`src/rtl/ctrl_sequencer.sv`:
```
// ctrl_sequencer - microcode control unit for the 8-bit bus CPU.
//
// It holds the microstep counter. It decodes {opcode, step, flags} into the
// 16-bit control word that drives every bus driver and latch. It also owns
// instruction sequencing and the HLT latch.
//
// Ports:
//   clk        in   1       system clock, all state updates on posedge
//   clr        in   1       asynchronous active-high reset
//   instr      in   4       opcode (instruction register [7:4]), used live
//   ovf        in   1       carry/overflow flag, looked at in T2 only
//   zf         in   1       zero flag, looked at in T2 only
//   ctrl_word  out  16      control word: 15 HLT,14 MI,13 RI,12 RO,11 IO,10 II,
//                           9 AI,8 AO,7 EO,6 SU,5 BI,4 OI,3 CE,2 CO,1 J,0 FI
//   step       out  STEP_W  current microstep
//   fetch      out  1       high when step == 0
//   halted     out  1       latched halt status
//
// Optional build macro STEP_SKIP_EN:
//   When it is defined, a step >= 2 whose decoded word is zero returns straight
//   to fetch. When it is undefined, every instruction takes NSTEPS cycles.
//
// state | meaning
// ------+-------------------------------------------------------------
// RUN   | sequencing microsteps
// HALT  | HLT executed; step frozen at 2, ctrl_word forced to 8000, exit only via clr

module ctrl_sequencer #(
    parameter int NSTEPS = 5,
    parameter int STEP_W = 3
) (
    input  logic              clk,
    input  logic              clr,
    input  logic [3:0]        instr,
    input  logic              ovf,
    input  logic              zf,
    output logic [15:0]       ctrl_word,
    output logic [STEP_W-1:0] step,
    output logic              fetch,
    output logic              halted
);

    typedef enum logic {RUN, HALT} state_t;

    state_t            state, state_nxt;
    logic [STEP_W-1:0] step_q, step_nxt;
    logic [15:0]       word;

    always_ff @(posedge clk or posedge clr) begin
        if (clr) begin
            state  <= RUN;
            step_q <= '0;
        end else begin
            state  <= state_nxt;
            step_q <= step_nxt;
        end
    end

    // Microcode decode
    always_comb begin
        word = 16'h0000;
        case (step_q)
            STEP_W'(0): word = 16'h4004;
            STEP_W'(1): word = 16'h1408;
            STEP_W'(2): begin
                case (instr)
                    4'h1, 4'h2, 4'h3, 4'h4: word = 16'h4800;
                    4'h5:                   word = 16'h0A00;
                    4'h6:                   word = 16'h0802;
                    4'h7:                   word = ovf ? 16'h0802 : 16'h0000;
                    4'h8:                   word = zf  ? 16'h0802 : 16'h0000;
                    4'hE:                   word = 16'h0110;
                    4'hF:                   word = 16'h8000;
                    default:                word = 16'h0000;
                endcase
            end
            STEP_W'(3): begin
                case (instr)
                    4'h1:       word = 16'h1200;
                    4'h2, 4'h3: word = 16'h1020;
                    4'h4:       word = 16'h2100;
                    default:    word = 16'h0000;
                endcase
            end
            STEP_W'(4): begin
                case (instr)
                    4'h2:    word = 16'h0281;
                    4'h3:    word = 16'h02C1;
                    default: word = 16'h0000;
                endcase
            end
            default: word = 16'h0000;
        endcase
    end

    // Next state and step sequencing
    always_comb begin
        state_nxt = state;
        step_nxt  = step_q;
        if (state == HALT) begin
            step_nxt = step_q;
        end else if (word[15]) begin
            // HLT: the step freezes where it is (T2) from this edge on
            state_nxt = HALT;
            step_nxt  = step_q;
`ifdef STEP_SKIP_EN
        end else if (step_q >= STEP_W'(2) && word == 16'h0000) begin
            step_nxt = '0;
`endif
        end else if (step_q == STEP_W'(NSTEPS - 1)) begin
            step_nxt = '0;
        end else begin
            step_nxt = step_q + STEP_W'(1);
        end
    end

    assign halted    = (state == HALT);
    assign ctrl_word = halted ? 16'h8000 : word;
    assign step      = step_q;
    assign fetch     = (step_q == '0);

endmodule

```
`config.mk`:
```
export PLATFORM = sky130hd
export DESIGN_NAME = ctrl_sequencer
export DESIGN_NICKNAME = d
export VERILOG_FILES = /design/src/rtl/ctrl_sequencer.sv
export SDC_FILE = /design/constraint.sdc
export NUM_CORES = 1
export LEC_CHECK = 0
export ABC_CLOCK_PERIOD_IN_PS = 1650
export CAP_MARGIN = 20
export CORE_MARGIN = 3
export CORE_UTILIZATION = 37
export CTS_BUF_LIST = sky130_fd_sc_hd__clkbuf_4
export CTS_CLUSTER_SIZE = 14
export DETAILED_ROUTE_END_ITERATION = 6
export PLACE_DENSITY_LB_ADDON = 0.08
export SYNTH_ARGS = -nofsm -noshare
export SYNTH_HDL_FRONTEND = slang
export SYNTH_SLANG_ARGS = --single-unit
```
`constraint.sdc`:
```
create_clock -name clk -period 1.65 [get_ports clk]
set_clock_uncertainty 0.2 [all_clocks]
set_input_delay 0.2475 -clock clk [delete_from_list [all_inputs] [get_ports clk]]
set_output_delay 0.2475 -clock clk [all_outputs]
set_load 0.02 [all_outputs]
```
; After elaboration in Yosys (flattened, before gate mapping)
; Cells that the tools add are included.
[totals]
regBits = 4
input_bits = 8
out_inout_bits = 21
wordCells = 33
[classes]
addsub = 1
eq_ne = 14
n_mux = 10
bitwise_logic = 2
n_reduce_logical = 4
[op_table]
columns = cell, count
row1 = $pmux 16 s7, 1
row2 = $pmux 16 s5, 1
row3 = $pmux 14 s3, 1
row4 = $mux 12, 2
row5 = $pmux 10 s2, 1
row6 = $eq 4x3->1 const B, 4
row7 = $mux 16, 1
row8 = $eq 4x4->1 const B, 3
row9 = $eq 4x2->1 const B, 2
row10 = $eq 3x2->1 const B, 2
row11 = $eq 4x1->1 const B, 1
row12 = $reduce_or 4->1, 1
row13 = $add 3x1->3 const B, 1
row14 = $eq 3x1->1 const B, 1
row15 = $eq 3x3->1 const B, 1
row16 = $logic_not 3->1, 1
row17 = $mux 3, 1
row18 = $mux 1, 2
row19 = $not 1->1, 2
row20 = $reduce_and 2->1, 1
row21 = $reduce_or 2->1, 1

; Depth between registers and ports, before layout
; Gate-level depths: netlist (run 1).
[depth]
ltp_word = 6
ltp_mapped = 7
mapped_depth_nobuf = 5

; Worst setup path before layout (run 1)
; No wires, ideal clock.
[synth_path]
path_kind = flip-flop to output port
startpoint = reg step_q[2] (netlist: step[2])
endpoint = out ctrl_word[7]
arrival_ps = 1704
t_required_ps = 1202
path_slack_ps = -501
stages_incl_launch_ff = 8
n_path_buf = 2
cell_sequence = dfrtp_1 -> clkbuf_2 -> inv_1 -> ha_1 -> nor2_1 -> a21o_1 -> nor2_1 -> buf_4
[synth_between]
elab_chain_cells = 3
elab_cells_between_ends = 7
cone_classes = 4 x eq/ne / 2 x mux / 1 x reduce/logical
[synth_rtl]
columns = element, line_no
row1 = "start, declared", 46  ; logic [STEP_W-1:0] step_q, step_nxt;
row2 = "start signal, assigned", 55  ; step_q <= step_nxt;
row3 = $eq 3x3->1 (tied with other cells), 62  ; case (step_q)
row4 = $pmux 16 s5 *, 62
row5 = $mux 16 *, 118  ; assign ctrl_word = halted ? 16'h8000 : word;
row6 = "end, declared", 37  ; output logic [15:0] ctrl_word,
; Mark *: on every way between the ends. The rest lies on a longest branch, timed or not.

; Worst setup path in the final report (run 1)
[layout_path]
startpoint = reg step_q[1] (netlist: step[1])
endpoint = out ctrl_word[4]
; Same word-level chain as after synthesis.

==> results.py, run 1 <==
metrics = {
    "synth": {
        "yosys_warnings": 0,
        "yosys-top-cells-area": "dfrtp_1 (17%), ha_1 (11%), nor2_1 (6.5%)",
        "synth_adder_area_share_pct": 10.8,
        "netlist_area_um2": 582,
        "synthMuxAreaShare_pct": 5.59,
        "synth_top_cell_by_area": "dfrtp_1",
        "syn_nets": 89,
        "yosys_most_used_dff": "dfrtp_1",
        "synth_seq_area_share_pct": 17.2,
        "ys_ff_latch": 4,
        "synth_top_family_by_area": "simple AND/OR/NAND/NOR gates",
        "avgSynthCellArea_um2": 7.66,
        "synth_cells": 76,
        "synth_cell_type_count": 36,
        "synth_xor_xnor_area_share_pct": 1.51,
        "synth_compound_area_share_pct": 20.2,
        "synthArstFlopShare_pct": 100,
        "yosys.area_share.simple_pct": 33.1,
        "synth_top_area_share_pct": 17.2,
        "synth_edf_count": 0,
    },
    "cts": {
        "numCtsBuffers": 3,
        "cts_hold_buf": 0,
        "cts_buffer_depth": 2,
        "cts_tree": "done",
        "h-tree-depth": 1,
        "cts_root_buf": "clkbuf_4",
        "insertion_delay_ns": 0.23,
        "numClockSinks": 4,
        "path_clk_slew_ns": 0.04,
    },
    "worst_setup_path": {
        "crit_type": "reg2out",
        "cp_max_fo": 4,
        "arrival_ns": 1.68,
        "start_kind": "flip-flop",
        "critPathCaptureType": "output port",
        "required_ns": 1.20,
    },
    "timing": {
        "fin_crit_ns": 2.12,
        "setup_slack_ns": -0.473,
        "rsz0062_at_grt": "yes",
        "hold_viol": 0,
        "worst_pin_slew_ns": 0.282,
        "tns_ns": -6.79,
        "slew_headroom_pct": 81.1,
        "setup_viol": 20,
        "post-route-period-util_pct": 129,
        "slew_viol_final": 0,
        "clock.fmax_mhz": 471,
    },
    "global_routing": {
        "grt_usage_pct": 22.6,
        "grt_first_pass_wirelength_um": 3460,
        "overflow": 0,
        "grt_max_degree": 13,
        "antenna_found_initial": 0,
        "grt_pass1_vias": 799,
    },
    "floorplanning": {
        "ios": 29,
        "die_y_um": 45.7,
        "fp.coreArea_um2": 1380,
        "start_util_pct": 42.1,
        "rows": 13,
        "fp.dieW_um": 45.7,
        "die-area_um2": 2080,
    },
    "drt": {
        "routed_wl_um": 2360,
        "post-route-drc-count": 0,
        "drtIter0Drc": 21,
        "dr_total_vias": 785,
        "dr.pass1.iters": 4,
        "wl_per_cell_um": 16.7,
        "ant_nets": 0,
        "via_per_inst": 5.57,
    },
    "finish": {
        "drive_above_1_share_pct": 66.7,
        "antenna_cells": 0,
        "fin_nets": 140,
        "stdcell_area_um2": 1240,
        "syn_to_final_growth_pct": 113,
    },
    "job": {
        "maxCapViolations": 0,
    },
    "placement": {
        "io_buffer_count": 28,
        "routabilityCongestion": 0.736,
        "placed_area_um2": 1100,
        "detailedPlacementHpwl_um": 1500,
    },
    "outcome": {
        "violations": "negative setup slack",
        "status": "finished, violations left",
    },
    "pwr": {
        "p_per_area_nw_per_um2": 1770,
        "vdd_drop_max_v": 0.00162,
        "p_leak_nw": 0.583,
    },
    "worst_hold_path": {
        "hp-class": "in2async",
    },
}
final timing paths:
kind                       startpoint           end  slack [ns]  depth (start not counted)
hold reg to reg                halted        halted        0.53                          2
max in group asynchronous         clr       step[2]        1.06                          2
setup reg to reg              step[1]       step[0]       -0.33                          7
min in group clk               halted        halted        0.53                          2
hold / removal                    clr       step[0]        0.02                          2
setup / recovery              step[1]  ctrl_word[4]       -0.47                          6
placed cells by master, fill, tap and decap left out, types with 3 or more instances in the layout:
cell type      netlist  final
buf_4                2     23
buf_6                1     18
dlygate4sd2_1        0      9
nor2_1              10      8
ha_4                 0      5
nand2_1              7      4
clkbuf_4             0      4
dfrtp_2              0      4
a21oi_1              7      3
a21oi_2              0      3
metrics by stage:
| step | hold slack, ns | setup slack (ns) | utilization, % | instances | total power [mW] |
|---|---|---|---|---|---|
| 6_report | 0.0151 | -0.473 | 89.6 | 141 | 2.19 |
| 5_1_grt | 0.0238 | -0.553 | 89.6 | 141 | 2.30 |
| 4_1_cts | 0.0194 | -0.430 | 87.1 | 140 | 1.97 |
| 3_5_place_dp | 0.235 | -0.913 | 79.5 | 133 | 1.67 |
| 3_3_place_gp | 0.232 | -0.864 | 79.5 | 133 | 1.62 |
| 2_1_floorplan | -0.187 | -0.211 | - | 76 | 1.05 |
sequential cells by signal, indices dropped and copies added, names as in the netlist:
register / flops
halted: 1
step: 3
where the power goes:
group | internal, mW | leakage, nW | switching, mW | total [mW]
logic | 0.902 | 0.521 | 0.876 | 1.78
registers | 0.162 | 0.0439 | 0.102 | 0.264
clock network | 0.107 | 0.0184 | 0.0381 | 0.145
total | 1.17 | 0.583 | 1.02 | 2.19
metal layers:
metal | GRT usage, % | part of all wire [%]
met5 | 0 | 0
met4 | 3.51 | 2.2
met2 | 46.5 | 54
met1 | 25.3 | 38
met3 | 0.395 | 5.8
critical path, stage by stage (launching register included):
cell and delay, ns:
dfrtp_2 0.44, buf_6 0.13, ha_4 0.15, nor2b_4 0.19, nor2b_4 0.18, and4b_2 0.24
buf_6 0.12
logic make-up (layout without fill, tap and decap cells):
logic type,count (synthesis),in the layout
DFF,4,4
AOI/OAI and AO/OA,17,17
xor gates and xnor gates,1,1
muxes,3,3
buffers and inverters,13,63
and+or+nand+nor,33,33
adders and majority gates,5,5
what timing repair did:
action                                  CTS  global route
pin swaps                                 8             7
endpoints found under the setup margin   24            21
setup buffers                             3             1
gates resized for setup                 120             7
final cells by class:
type | instances | area, µm²
inverters | 6 | 27.5
flip-flops and latches | 4 | 105
fillers | 63 | 144
multi-input cells | 59 | 578
well taps | 15 | 18.8
clock buffers | 4 | 30.0
repair buffers | 53 | 479
cell usage after synthesis (2+ instances only):
master     n
a21oi_1    7
a31o_2     2
and4b_1    2
buf_2      2
buf_4      2
dfrtp_1    4
ha_1       5
inv_1      6
mux2_2     2
nand2_1    7
nor2_1    10
nor2b_1    2
o211ai_1   2
No activity file was read; power rests on OpenSTA's default activity.
==> run 2, diff against run 1 <==
--- a/config.mk
+++ b/config.mk
@@ -5,14 +5,16 @@
 export SDC_FILE = /design/constraint.sdc
 export NUM_CORES = 1
 export LEC_CHECK = 0
-export ABC_CLOCK_PERIOD_IN_PS = 1650
+export ABC_CLOCK_PERIOD_IN_PS = 2380
 export CAP_MARGIN = 20
 export CORE_MARGIN = 3
-export CORE_UTILIZATION = 37
+export CORE_UTILIZATION = 41
 export CTS_BUF_LIST = sky130_fd_sc_hd__clkbuf_4
 export CTS_CLUSTER_SIZE = 14
 export DETAILED_ROUTE_END_ITERATION = 6
+export MAX_ROUTING_LAYER = met4
 export PLACE_DENSITY_LB_ADDON = 0.08
+export SKIP_CTS_REPAIR_TIMING = 1
 export SYNTH_ARGS = -nofsm -noshare
 export SYNTH_HDL_FRONTEND = slang
 export SYNTH_SLANG_ARGS = --single-unit
==> constraint.sdc (replaced) <==
create_clock -name clk -period 2.38 [get_ports clk]
set_clock_uncertainty 0.2 [all_clocks]
set_input_delay 0.357 -clock clk [delete_from_list [all_inputs] [get_ports clk]]
set_output_delay 0.357 -clock clk [all_outputs]
set_load 0.02 [all_outputs]
==> run 2 against run 1 <==
Net effect: the flow now finishes without violations; via count decreased by 17%; utilization decreased by 8.6 points; combinational power decreased by 58%; design area decreased by 21%; die area decreased by 8.5%; sequential cell count unchanged; critical path type is now in2out; largest cell class unchanged; largest power group unchanged.
==> results.py, run 2 (synthesis results as in run 1) <==
metrics = {
    "outcome": {
        "status": "finished clean",
    },
    "global_routing": {
        "grt_usage_pct": 18.0,
        "grt_pass1_vias": 628,
        "grt_max_degree": 13,
        "antenna_found_initial": 0,
        "grt_first_pass_wirelength_um": 2550,
        "overflow": 0,
    },
    "drt": {
        "met1_length_um": 652,
        "drtIter0Drc": 15,
        "ant_nets": 0,
        "highest_layer": "met3",
        "dr.pass1.iters": 4,
        "post-route-drc-count": 0,
        "wl_met3_um": 103,
        "routed_wl_um": 1590,
        "via_per_inst": 5.18,
        "wl_per_cell_um": 12.7,
        "wl_met2_um": 838,
        "dr_total_vias": 653,
    },
    "job": {
        "maxCapViolations": 0,
    },
    "pwr": {
        "p_leak_nw": 0.682,
        "combPwrFrac_pct": 76.3,
        "swShare_pct": 45.6,
        "vdd_drop_max_v": 0.000735,
        "internal_power_uw": 539,
        "power.share.clock_pct": 8.1,
        "p_per_area_nw_per_um2": 1010,
        "p_total_uw": 990,
        "pwr-share-seq_pct": 15.6,
        "p_sw_uw": 451,
    },
    "floorplanning": {
        "start_util_pct": 47.8,
        "die_y_um": 43.7,
        "rows": 12,
        "fp.coreArea_um2": 1220,
        "ios": 29,
        "die-area_um2": 1910,
        "fp.dieW_um": 43.7,
    },
    "placement": {
        "routabilityCongestion": 0.778,
        "dp_cells": 123,
        "detailedPlacementHpwl_um": 1210,
        "placed_area_um2": 925,
        "io_buffer_count": 28,
    },
    "timing": {
        "hold_viol": 0,
        "worst_pin_slew_ns": 0.329,
        "slew_headroom_pct": 78.1,
        "slew_viol_final": 0,
        "fin_crit_ns": 2.35,
        "clock.fmax_mhz": 426,
        "setup_viol": 0,
        "post-route-period-util_pct": 98.7,
    },
    "worst_setup_path": {
        "max_stage_delay_ns": 0.52,
        "crit_slowest_cell": "or4b_4",
        "required_ns": 1.82,
        "cp_max_fo": 2,
        "start_kind": "input pin",
        "cp_cell_sequence": "clkdlybuf4s50_1, or4b_4, a22oi_2, o211a_1, clkbuf_2",
        "critPathCaptureType": "output port",
        "arrival_ns": 1.79,
        "worst-path-stages": 5,
        "cp_top_family": "buffers and inverters",
        "crit_type": "in2out",
        "path_buf_inv": 2,
        "r2r_cells": 7,
    },
    "cts": {
        "cts_root_buf": "clkbuf_4",
        "insertion_delay_ns": 0.23,
        "h-tree-depth": 1,
        "numClockSinks": 4,
        "path_clk_slew_ns": 0.04,
        "cts_buffer_depth": 2,
        "cts_tree": "done",
        "numCtsBuffers": 3,
    },
    "finish": {
        "antenna_cells": 0,
        "fin_nets": 127,
        "largest_reg_flops": 3,
        "drive_above_1_share_pct": 25.9,
        "syn_to_final_growth_pct": 69.2,
        "final_common_cell": "dlymetal6s2s_1",
        "utilization_pct": 81.0,
        "most-common-layout-cells": "dlymetal6s2s_1 (15), buf_4 (11), clkdlybuf4s50_1 (10)",
        "fin_cells": 126,
        "stdcell_area_um2": 985,
    },
    "worst_hold_path": {
        "hp-class": "in2async",
    },
}
## run 2: changes by cell type in the layout (fill, tap and decap cells not counted), moves of 5 or more
cell and delta:
ha_1 +5, dlygate4sd2_1 -9, dlymetal6s2s_1 +15, buf_4 -12
buf_6 -16, clkdlybuf4s50_1 +8, ha_4 -5
## run 2: path summary, 6_finish.rpt
path	startpoint	endpoint	slack, ns
min	clr	step[1]	0.11
min in group clk	step[0]	step[0]	0.40
max	instr[1]	ctrl_word[11]	0.03
max reg2reg	step[0]	step[0]	0.40
min reg2reg	step[0]	step[0]	0.40
max in group asynchronous	clr	halted	1.72
## run 2: stage by stage
| step | setup slack (ns) | setup TNS [ns] | hold WS [ns] |
|---|---|---|---|
| CTS | -0.429 | -3.54 | 0.109 |
| detailed placement | -0.426 | -2.80 | 0.348 |
| global placement | -0.358 | -2.76 | 0.346 |
| floorplan | 0.119 | 0 | -0.0769 |
| finish | 0.0311 | 0 | 0.113 |
| global route | -0.0151 | -0.0167 | 0.129 |
## run 2: area by class of cell
class	instances	area, µm²
Multi-Input combinational cell	59	419
Timing Repair Buffer	40	403
Fill cell	82	231
Sequential cell	4	100
Clock buffer	3	22.5
Inverter	6	22.5
Tap cell	14	17.5
## run 2: metal layers
layer | track usage (%) | vias to the layer above
li1 | - | 338
met2 | 27.9 | 25
met3 | 3.73 | 0
met1 | 21.6 | 290
met4 | 9.64 | 0
met5 | - | -
## run 2: power groups by stage
stage | Clock [mW] | Sequential [mW] | Combinational [mW]
after floorplan | 0 | 0.188 | 0.397
after CTS | 0.0839 | 0.152 | 0.771
after detailed placement | 0 | 0.153 | 0.769
after global routing | 0.0898 | 0.164 | 0.831
final | 0.0807 | 0.154 | 0.755
after global placement | 0 | 0.152 | 0.749
## run 2: worst register-to-register path, cell delays in order, from the launching register on
cell	delay (ns)
dfrtp_1	0.39
inv_1	0.08
ha_1	0.22
nor2b_2	0.16
buf_4	0.14
a31o_2	0.25
buf_4	0.15
mux2_2	0.26
